**src/rtl/hbram_port_arbiter.sv**
```systemverilog
`default_nettype none
// ============================================================================
// hbram_port_arbiter - two-class round-robin arbiter for the shared HyperRAM
// burst controller; define HBRAM_ARB_STARVE_GUARD_EN to add low-class promotion.
// Rev 1.0
// ============================================================================
module hbram_port_arbiter #(
  parameter int                 NUM_REQ      = 4,
  parameter int                 ADDR_W       = 22,
  parameter int                 LEN_W        = 8,
  parameter logic [NUM_REQ-1:0] HI_PRIO_MASK = 4'b0110,
  parameter int                 DONE_TIMEOUT = 1023,
  parameter int                 STARVE_LIMIT = 8
) (
  input  logic                      sys_clk_i,
  input  logic                      sys_rst_i,
  input  logic [NUM_REQ-1:0]        req_valid_i,
  input  logic [NUM_REQ-1:0]        req_we_i,
  input  logic [NUM_REQ*ADDR_W-1:0] req_addr_i,
  input  logic [NUM_REQ*LEN_W-1:0]  req_len_i,
  output logic [NUM_REQ-1:0]        req_ack_o,
  output logic [NUM_REQ-1:0]        req_done_o,
  output logic [NUM_REQ-1:0]        grant_o,
  output logic                      cmd_valid_o,
  input  logic                      cmd_ready_i,
  output logic                      cmd_we_o,
  output logic [ADDR_W-1:0]         cmd_addr_o,
  output logic [LEN_W-1:0]          cmd_len_o,
  input  logic                      burst_done_i,
  output logic                      timeout_err_o,
  output logic                      busy_o
);

  localparam int PTR_W = $clog2(NUM_REQ);
  localparam int TMO_W = $clog2(DONE_TIMEOUT + 1);

  if (NUM_REQ < 2 || NUM_REQ > 8 || DONE_TIMEOUT < 1 || STARVE_LIMIT < 1) begin : g_param_chk
    $error("hbram_port_arbiter: illegal parameter set");
  end

  typedef enum logic [1:0] {
    ST_IDLE  = 2'd0,
    ST_ISSUE = 2'd1,
    ST_WAIT  = 2'd2
  } state_t;

  state_t               r_state, w_state_nxt;
  logic [NUM_REQ-1:0]   r_grant, r_done;
  logic [PTR_W-1:0]     r_hi_ptr, r_lo_ptr;
  logic [TMO_W-1:0]     r_tmo_cnt;
  logic                 r_tmo_err, r_cmd_we;
  logic [ADDR_W-1:0]    r_cmd_addr;
  logic [LEN_W-1:0]     r_cmd_len;

  logic                 w_arb_fire, w_ack_fire, w_done_fire, w_tmo_fire;
  logic [NUM_REQ-1:0]   w_promote, w_hi_mask, w_cand, w_win_oh;
  logic                 w_use_hi, w_found;
  logic [PTR_W-1:0]     w_ptr, w_win_idx, w_ptr_nxt;
  logic [PTR_W:0]       w_sum;
  logic                 w_sel_we;
  logic [ADDR_W-1:0]    w_sel_addr;
  logic [LEN_W-1:0]     w_sel_len;

`ifdef HBRAM_ARB_STARVE_GUARD_EN
  localparam int SC_W = $clog2(STARVE_LIMIT + 1);

  // A low-class port that keeps losing while valid competes as high class.
  for (genvar gi = 0; gi < NUM_REQ; gi++) begin : g_starve
    if (HI_PRIO_MASK[gi]) begin : g_hi_port
      assign w_promote[gi] = 1'b0;
    end else begin : g_lo_port
      logic [SC_W-1:0] r_cnt;
      always_ff @(posedge sys_clk_i or posedge sys_rst_i) begin
        if (sys_rst_i)
          r_cnt <= '0;
        else if (!req_valid_i[gi] || (w_arb_fire && w_win_oh[gi]))
          r_cnt <= '0;
        else if (w_arb_fire && (r_cnt != SC_W'(STARVE_LIMIT)))
          r_cnt <= r_cnt + 1'b1;
      end
      assign w_promote[gi] = (r_cnt == SC_W'(STARVE_LIMIT));
    end
  end
`else
  assign w_promote = '0;
`endif

  // Winner search: first valid port at or after the active class pointer.
  always_comb begin
    w_hi_mask = HI_PRIO_MASK | w_promote;
    w_use_hi  = |(req_valid_i & w_hi_mask);
    w_cand    = req_valid_i & (w_use_hi ? w_hi_mask : ~w_hi_mask);
    w_ptr     = w_use_hi ? r_hi_ptr : r_lo_ptr;
    w_sum     = '0;
    w_found   = 1'b0;
    w_win_idx = '0;
    for (int k = NUM_REQ - 1; k >= 0; k--) begin
      w_sum = {1'b0, w_ptr} + (PTR_W+1)'(k);
      if (w_sum >= (PTR_W+1)'(NUM_REQ))
        w_sum = w_sum - (PTR_W+1)'(NUM_REQ);
      if (w_cand[w_sum[PTR_W-1:0]]) begin
        w_found   = 1'b1;
        w_win_idx = w_sum[PTR_W-1:0];
      end
    end
    w_win_oh = '0;
    if (w_found)
      w_win_oh[w_win_idx] = 1'b1;
    w_ptr_nxt = (w_win_idx == PTR_W'(NUM_REQ - 1)) ? '0 : w_win_idx + 1'b1;
    w_sel_we   = 1'b0;
    w_sel_addr = '0;
    w_sel_len  = '0;
    for (int p = 0; p < NUM_REQ; p++) begin
      if (w_win_oh[p]) begin
        w_sel_we   = req_we_i[p];
        w_sel_addr = req_addr_i[p*ADDR_W +: ADDR_W];
        w_sel_len  = req_len_i[p*LEN_W +: LEN_W];
      end
    end
  end

  always_ff @(posedge sys_clk_i or posedge sys_rst_i) begin
    if (sys_rst_i)
      r_state <= ST_IDLE;
    else
      r_state <= w_state_nxt;
  end

  always_comb begin
    w_state_nxt = r_state;
    w_arb_fire  = 1'b0;
    w_ack_fire  = 1'b0;
    w_done_fire = 1'b0;
    w_tmo_fire  = 1'b0;
    case (r_state)
      ST_IDLE: begin
        if (|req_valid_i) begin
          w_arb_fire  = 1'b1;
          w_state_nxt = ST_ISSUE;
        end
      end
      ST_ISSUE: begin
        if (cmd_ready_i) begin
          w_ack_fire  = 1'b1;
          w_state_nxt = ST_WAIT;
        end
      end
      ST_WAIT: begin
        // A real end-of-burst in the final cycle wins over the timeout.
        if (burst_done_i) begin
          w_done_fire = 1'b1;
          w_state_nxt = ST_IDLE;
        end else if (r_tmo_cnt == TMO_W'(DONE_TIMEOUT - 1)) begin
          w_done_fire = 1'b1;
          w_tmo_fire  = 1'b1;
          w_state_nxt = ST_IDLE;
        end
      end
      default: w_state_nxt = ST_IDLE;
    endcase
  end

  always_ff @(posedge sys_clk_i or posedge sys_rst_i) begin
    if (sys_rst_i) begin
      r_grant    <= '0;
      r_done     <= '0;
      r_hi_ptr   <= '0;
      r_lo_ptr   <= '0;
      r_tmo_cnt  <= '0;
      r_tmo_err  <= 1'b0;
      r_cmd_we   <= 1'b0;
      r_cmd_addr <= '0;
      r_cmd_len  <= '0;
    end else begin
      r_done <= w_done_fire ? r_grant : '0;
      if (w_arb_fire) begin
        r_grant    <= w_win_oh;
        r_cmd_we   <= w_sel_we;
        r_cmd_addr <= w_sel_addr;
        r_cmd_len  <= w_sel_len;
        if (w_use_hi)
          r_hi_ptr <= w_ptr_nxt;
        else
          r_lo_ptr <= w_ptr_nxt;
      end else if (w_done_fire) begin
        r_grant <= '0;
      end
      r_tmo_cnt <= ((r_state == ST_WAIT) && !w_done_fire) ? r_tmo_cnt + 1'b1 : '0;
      if (w_tmo_fire)
        r_tmo_err <= 1'b1;
    end
  end

  assign cmd_valid_o   = (r_state == ST_ISSUE);
  assign req_ack_o     = r_grant & {NUM_REQ{w_ack_fire}};
  assign req_done_o    = r_done;
  assign grant_o       = r_grant;
  assign cmd_we_o      = r_cmd_we;
  assign cmd_addr_o    = r_cmd_addr;
  assign cmd_len_o     = r_cmd_len;
  assign timeout_err_o = r_tmo_err;
  assign busy_o        = (r_state != ST_IDLE);

endmodule
`default_nettype wire

```
**config.mk**
```make
export PLATFORM = sky130hd
export DESIGN_NAME = hbram_port_arbiter
export DESIGN_NICKNAME = d
export VERILOG_FILES = /design/src/rtl/hbram_port_arbiter.sv
export SDC_FILE = /design/constraint.sdc
export NUM_CORES = 1
export LEC_CHECK = 0
export ABC_AREA = 1
export BUFFER_PORTS_ARGS = -buffer_cell sky130_fd_sc_hd__buf_2
export CORE_MARGIN = 2
export CORE_UTILIZATION = 43
export CTS_CLUSTER_SIZE = 20
export DETAILED_ROUTE_END_ITERATION = 10
export HOLD_SLACK_MARGIN = 0.02
export PLACE_DENSITY = 0.84
export SLEW_MARGIN = 30
export SYNTH_ARGS = -nofsm -noshare
export SYNTH_HDL_FRONTEND = slang
export SYNTH_SLANG_ARGS = --single-unit
```
**constraint.sdc**
```tcl
create_clock -name sys_clk_i -period 2.03 [get_ports sys_clk_i]
set_input_delay 0.1015 -clock sys_clk_i [delete_from_list [all_inputs] [get_ports sys_clk_i]]
set_output_delay 0.1015 -clock sys_clk_i [all_outputs]
set_load 0.01 [all_outputs]
```
# Yosys cells after proc, flatten, opt, wreduce, memory -nomap -nowiden
# Index checks and enable logic that the tools add are counted.
dict set report op_classes {
  reduce_logical 11
  add_sub_neg 9
  magnitude_cmp 10
  muxes 56
  bitwise 3
  eq_ne 7
}
# operator n
set ops {}
lappend ops {{$mux W22} 4}
lappend ops {{$mux W8} 4}
lappend ops {{$mux W2} 14}
lappend ops {{$mux W1} 22}
lappend ops {{$mux W4} 5}
lappend ops {{$lt A2 B3 Y1 const B} 5}
lappend ops {{$add A10 B1 Y10 const B} 1}
lappend ops {{$eq A10 B10 Y1 const B} 1}
lappend ops {{$mux W10} 1}
lappend ops {{$ge A3 B3 Y1 const B} 3}
lappend ops {{$and A4 B4 Y4} 2}
lappend ops {{$bmux W1 S2} 4}
lappend ops {{$sub A2 B1 Y2 const B} 4}
lappend ops {{$add A2 B2 Y3 const B} 2}
lappend ops {{$pmux W2 S3} 1}
lappend ops {{$eq A2 B2 Y1 const B} 2}
lappend ops {{$reduce_and A2 Y1} 2}
lappend ops {{$reduce_bool A2 Y1} 2}
lappend ops {{$reduce_or A4 Y1} 1}
lappend ops {{$add A2 B1 Y3 const B} 1}
lappend ops {{$ge A2 B3 Y1 const B} 1}
lappend ops {{$ne A3 B3 Y1 const B} 1}
lappend ops {{$reduce_and A3 Y1} 1}
lappend ops {{$add A2 B1 Y2 const B} 1}
lappend ops {{other kinds (10)} 11}
dict set report word_totals {
  in_bits 132
  reg_bits 56
}

# Logic depth before layout (Yosys ltp)
dict set report depth {
  depth_word 20
  ltp_mapped 20
}

# Worst setup path before layout
# OpenSTA, ideal clock, no wires.
dict set report synth_timing {
  kind {flip-flop to flip-flop}
  from {register r_lo_ptr[0]}
  to {register r_cmd_addr[12], in the netlist cmd_addr_o[12]}
  arrival_time_ns 2.100
  n_path_buf 1
  setup_slack_ns -0.194
  stages_incl_launch_ff 19
  period_less_slack_ns 2.224
  path_cell_list {dfrtp_1 inv_1 nand2_1 nand2_1 nand2_1 nand2_1 nand2_1 nand2_1 nand2_1 nand3_1 nand2_2 inv_1 ha_1 clkbuf_1 nor2_1 o21ai_0 nand3_1 o211ai_1 nand2_1}
}
dict set report synth_via {
  elab_chain_cells 19
  elab_cells_between_ends 42
}
# item line
set synth_rtl {}
lappend synth_rtl {{start: declaration} 49} ;# logic [PTR_W-1:0] r_hi_ptr, r_lo_ptr;
lappend synth_rtl {{start signal: assignment} 184} ;# r_lo_ptr <= w_ptr_nxt;
lappend synth_rtl {{$mux W2 *} 93} ;# w_ptr = w_use_hi ? r_hi_ptr : r_lo_ptr;
lappend synth_rtl {{$add A2 B2 Y3} 98} ;# w_sum = {1'b0, w_ptr} + (PTR_W+1)'(k);
lappend synth_rtl {{$ge A3 B3 Y1 or $sub A2 B1 Y2 (tied branches)} {99, 100}}
lappend synth_rtl {{$mux W2} 99} ;# if (w_sum >= (PTR_W+1)'(NUM_REQ))
lappend synth_rtl {{$bmux W1 S2} 101} ;# if (w_cand[w_sum[PTR_W-1:0]]) begin
lappend synth_rtl {{$mux W1 (implied by the code)} 101}
lappend synth_rtl {{$mux W2 (4 in a row)} 101}
lappend synth_rtl {{$lt A2 B3 Y1 (implied by the code) or $ge A2 B1 Y1 (tied branches)} 108} ;# w_win_oh[w_win_idx] = 1'b1;
lappend synth_rtl {{$logic_and A1 B1 Y1 (implied by the code)} 108}
lappend synth_rtl {{$mux W1 (implied by the code)} 108}
lappend synth_rtl {{$demux W1 S2} 108}
lappend synth_rtl {{$mux W4 *} 107} ;# if (w_found)
lappend synth_rtl {{$mux W22 (3 in a row)} 114} ;# if (w_win_oh[p]) begin
lappend synth_rtl {{$mux W22 *} 114}
lappend synth_rtl {{end signal: assignment} 179} ;# r_cmd_addr <= w_sel_addr;
lappend synth_rtl {{end: declaration} 52} ;# logic [ADDR_W-1:0] r_cmd_addr;
# Every way passes the cells marked *; elsewhere a longest branch is shown, timed or not. The select of a mux whose other input is x is not followed.
# A chain may end at the register's enable or synchronous reset.

# Worst setup path after layout
dict set report layout_timing {
  from {register r_hi_ptr[0]}
  to {register r_cmd_addr[2], in the netlist cmd_addr_o[2]}
}
dict set report layout_via {
  elab_chain_cells 19
  elab_cells_between_ends 42
}
# item line
set layout_rtl {}
lappend layout_rtl {{start: declaration} 49}
lappend layout_rtl {{start signal: assignment} 182} ;# r_hi_ptr <= w_ptr_nxt;
lappend layout_rtl {{$mux W2 *} 93}
lappend layout_rtl {{$add A2 B2 Y3} 98}
lappend layout_rtl {{$ge A3 B3 Y1 or $sub A2 B1 Y2 (tied branches)} {99, 100}}
lappend layout_rtl {{$mux W2} 99}
lappend layout_rtl {{$bmux W1 S2} 101}
lappend layout_rtl {{$mux W1 (implied by the code)} 101}
lappend layout_rtl {{$mux W2 (4 in a row)} 101}
lappend layout_rtl {{$lt A2 B3 Y1 (implied by the code) or $ge A2 B1 Y1 (tied branches)} 108}
lappend layout_rtl {{$logic_and A1 B1 Y1 (implied by the code)} 108}
lappend layout_rtl {{$mux W1 (implied by the code)} 108}
lappend layout_rtl {{$demux W1 S2} 108}
lappend layout_rtl {{$mux W4 *} 107}
lappend layout_rtl {{$mux W22 (3 in a row)} 114}
lappend layout_rtl {{$mux W22 *} 114}
# Marks and branches as above.

==> impl_metrics.tcl <==
set metrics [dict create \
    holdPathStages 3 \
    r2r_start "r_hi_ptr[0]" \
    hold_ws_ps 20.33 \
    ant_nets 0 \
    worstPathMaxFanout 8 \
    dp_hpwl_mm 9.262 \
    grt_pass1_vias 4533 \
    async_flop_share_pct 100.0 \
    rsz0062_at_grt "yes" \
    postSynthCellCount 564 \
    drcViolationCount 0 \
    synth_area_mm2 0.003744 \
    hold_end "cmd_addr_o[8]" \
    drt-pass1-iter-count 5 \
    drt_wl_total_mm 13.53 \
    grt_pass1_wl_mm 20.82 \
    syn_avg_cell_area_um2 6.638 \
    fp.dieArea_mm2 0.009468 \
    period_needed_ps 2368 \
    critPathRequiredTime_ps 2250 \
    chipWidth_um 97.31 \
    fin_crit_sh_pct 116.7 \
    clk_latency_ps 320 \
    synth.most_common_cell "nand2_1" \
    synth_edf_count 0 \
    maxSlewHeadroom_pct 60.29 \
    drv_cap 0 \
    io_pins 178 \
    wire_per_inst_um 15.46 \
    synth.top_cell.area_share_pct 37.43 \
    violations "setup timing" \
    tightest_slew_ps 594.7 \
    r2r_end "cmd_addr_o[2]" \
    power.density_mw_per_mm2 1686 \
    hold_class "primary input to register" \
    synth_top_cell_by_area "dfrtp_1" \
    row_count 34 \
    fin_nets 904 \
    yosysUniqueCellTypes 28 \
    run_status "finished with violations" \
    cp_data_arrival_time_ps 2590 \
    vias 4630 \
    synth_area_leaders "dfrtp_1 (37%), nand2_1 (15%), nand3_1 (10%)" \
    max-vdd-ir-drop_mv 1.044 \
    final_util_pct 63.64 \
    io_buffer_count 177 \
    ys_ff_latch 56 \
    final_cells 875 \
    num-fill-cells 768 \
    drt_iter0_markers 251 \
    antenna_found_initial 0 \
    clkTransAtPathRegs_ps 110 \
    clock-sinks 56 \
    cp-startpoint "r_hi_ptr[0]" \
    hp-start "req_addr_i[74]" \
    layout-drive-gt1-share_pct 38.07 \
    design.core.area_mm2 0.008593 \
    initial_utilization_pct 43.56 \
    cts-buffers-inserted 5 \
    timing.final.hold_violations 0 \
    grt_use_total_pct 26.50 \
    crit_path_end_kind "register" \
    setup_ws_ps -338.5 \
    cts-root-buf "clkbuf_8" \
    drv_slew 0 \
    tritoncts "yes" \
    max_freq_ghz 0.4222 \
    r2r_slack_ps -340 \
    syn_nets 702 \
    ys_warn_count 0 \
    dp.cells 853 \
    grt_overflow 0 \
    cts_buffer_depth 2 \
    p_leak_nw 3.060 \
    skew_ps 6.459 \
    synthTopCellsByCount "nand2_1 (147), nor2_1 (91), nand3_1 (75)" \
    start_kind "register" \
    reg2reg_depth 19 \
    h-tree-depth 2 \
    place_ws_ps -325.8 \
    critPathKind "register to register" \
    place_congestion 0.9420 \
    ys_seq_area_share_pct 37.43 \
    die_h_um 97.31 \
    insertedDiodeCount 0 \
    setup-violations-final 32 \
    vias_per_cell 5.291 \
    grt_max_degree 37 \
    area_delta_synth_final_pct 46.09 \
    synth-main-ff-cell "dfrtp_1" \
]
==> placed cells by master, fill, tap and decap left out, types with 5 or more instances in the layout <==
| cell | n |
|---|---|
| buf_12 | 7 |
| buf_2 | 177 |
| buf_4 | 28 |
| buf_6 | 6 |
| clkbuf_8 | 5 |
| dfrtp_1 | 55 |
| inv_1 | 54 |
| inv_2 | 8 |
| nand2_1 | 135 |
| nand2_2 | 14 |
| nand3_1 | 58 |
| nand3_2 | 16 |
| nor2_1 | 84 |
| nor2_2 | 7 |
| o211ai_1 | 31 |
| o21ai_1 | 33 |
==> layout make-up <==
cell class                 instances  area (µm²)  area share (%)
clock inverter                     3       23.77          0.4347
multi-input combinational        415        2158           39.46
timing repair buffer             225        1441           26.36
tap                              108       135.1           2.471
sequential                        56        1403           25.65
inverter                          63       239.0           4.370
clock buffer                       5       68.82           1.258
==> how the worst max path moves through the flow <==
stage / end / slack (ps)
floorplan: cmd_addr_o[0] / -4
global placement: cmd_addr_o[13] / -190
detailed placement: cmd_addr_o[15] / -330
CTS: cmd_addr_o[4] / -230
global route: cmd_addr_o[12] / -470
finish: cmd_addr_o[2] / -340
==> power breakdown <==
part / internal (W) / total, W / switching [W]
combinational: 0.00296 / 0.00683 / 0.00387
clock: 0.000246 / 0.000658 / 0.000412
sequential: 0.00151 / 0.00174 / 0.000223
==> what timing repair did <==
action	4_1_cts	5_1_grt
pin swaps	17	46
endpoints found under the setup margin	32	36
hold endpoints to repair	25	0
gates resized for setup	30	35
hold buffers	2	0
setup buffers	7	1
cloned	1	3
==> metrics by stage <==
step | instance area (µm²) | setup TNS (ps) | total power [W]
final | 5469 | -8452 | 0.009220
after global routing | 5469 | -13560 | 0.009921
after CTS | 5273 | -6655 | 0.008509
after detailed placement | 4966 | -8159 | 0.007229
after global placement | 4966 | -4798 | 0.007010
after floorplan | 3832 | -71.65 | 0.005567
==> state kept, by name (all words and copies together), names as in the netlist <==
name / count
r_tmo_cnt: 10
grant_o: 4
cmd_addr_o: 22
cmd_we_o: 1
timeout_err_o: 1
r_hi_ptr: 2
req_done_o: 4
r_state: 2
r_lo_ptr: 2
cmd_len_o: 8
==> metal layers <==
layer / GRT usage [%] / wire, µm
met4: 10.68 / 431
met5: 0 / 0
met3: 3.094 / 856
met1: 32.89 / 5392
met2: 46.90 / 6848
==> critical path: stages (launching register included) <==
cell	delay, ps
dfrtp_1	440
inv_2	90
nand2_2	60
nand2_2	110
nand2_2	80
nand2_2	80
nand2_2	70
nand2_1	70
nand2_1	60
nand3_2	90
nand2_4	70
buf_6	120
ha_4	200
buf_12	160
nand3_1	90
nor2_1	60
o21ai_1	150
nand3_1	100
o211ai_1	90
nand2_1	70
==> cell families (layout without fill, tap and decap cells) <==
logic type,after synthesis,count (layout),synth area share [%]
and+or+nand+nor,326,326,36.60
buffers and inverters,93,296,10.39
AOI/OAI and AO/OA,82,82,13.34
DFF,56,56,37.43
adders and majority gates,6,6,2.005
xor gates and xnor gates,1,1,0.2340
Note: power is estimated with default switching activity, not from simulation.
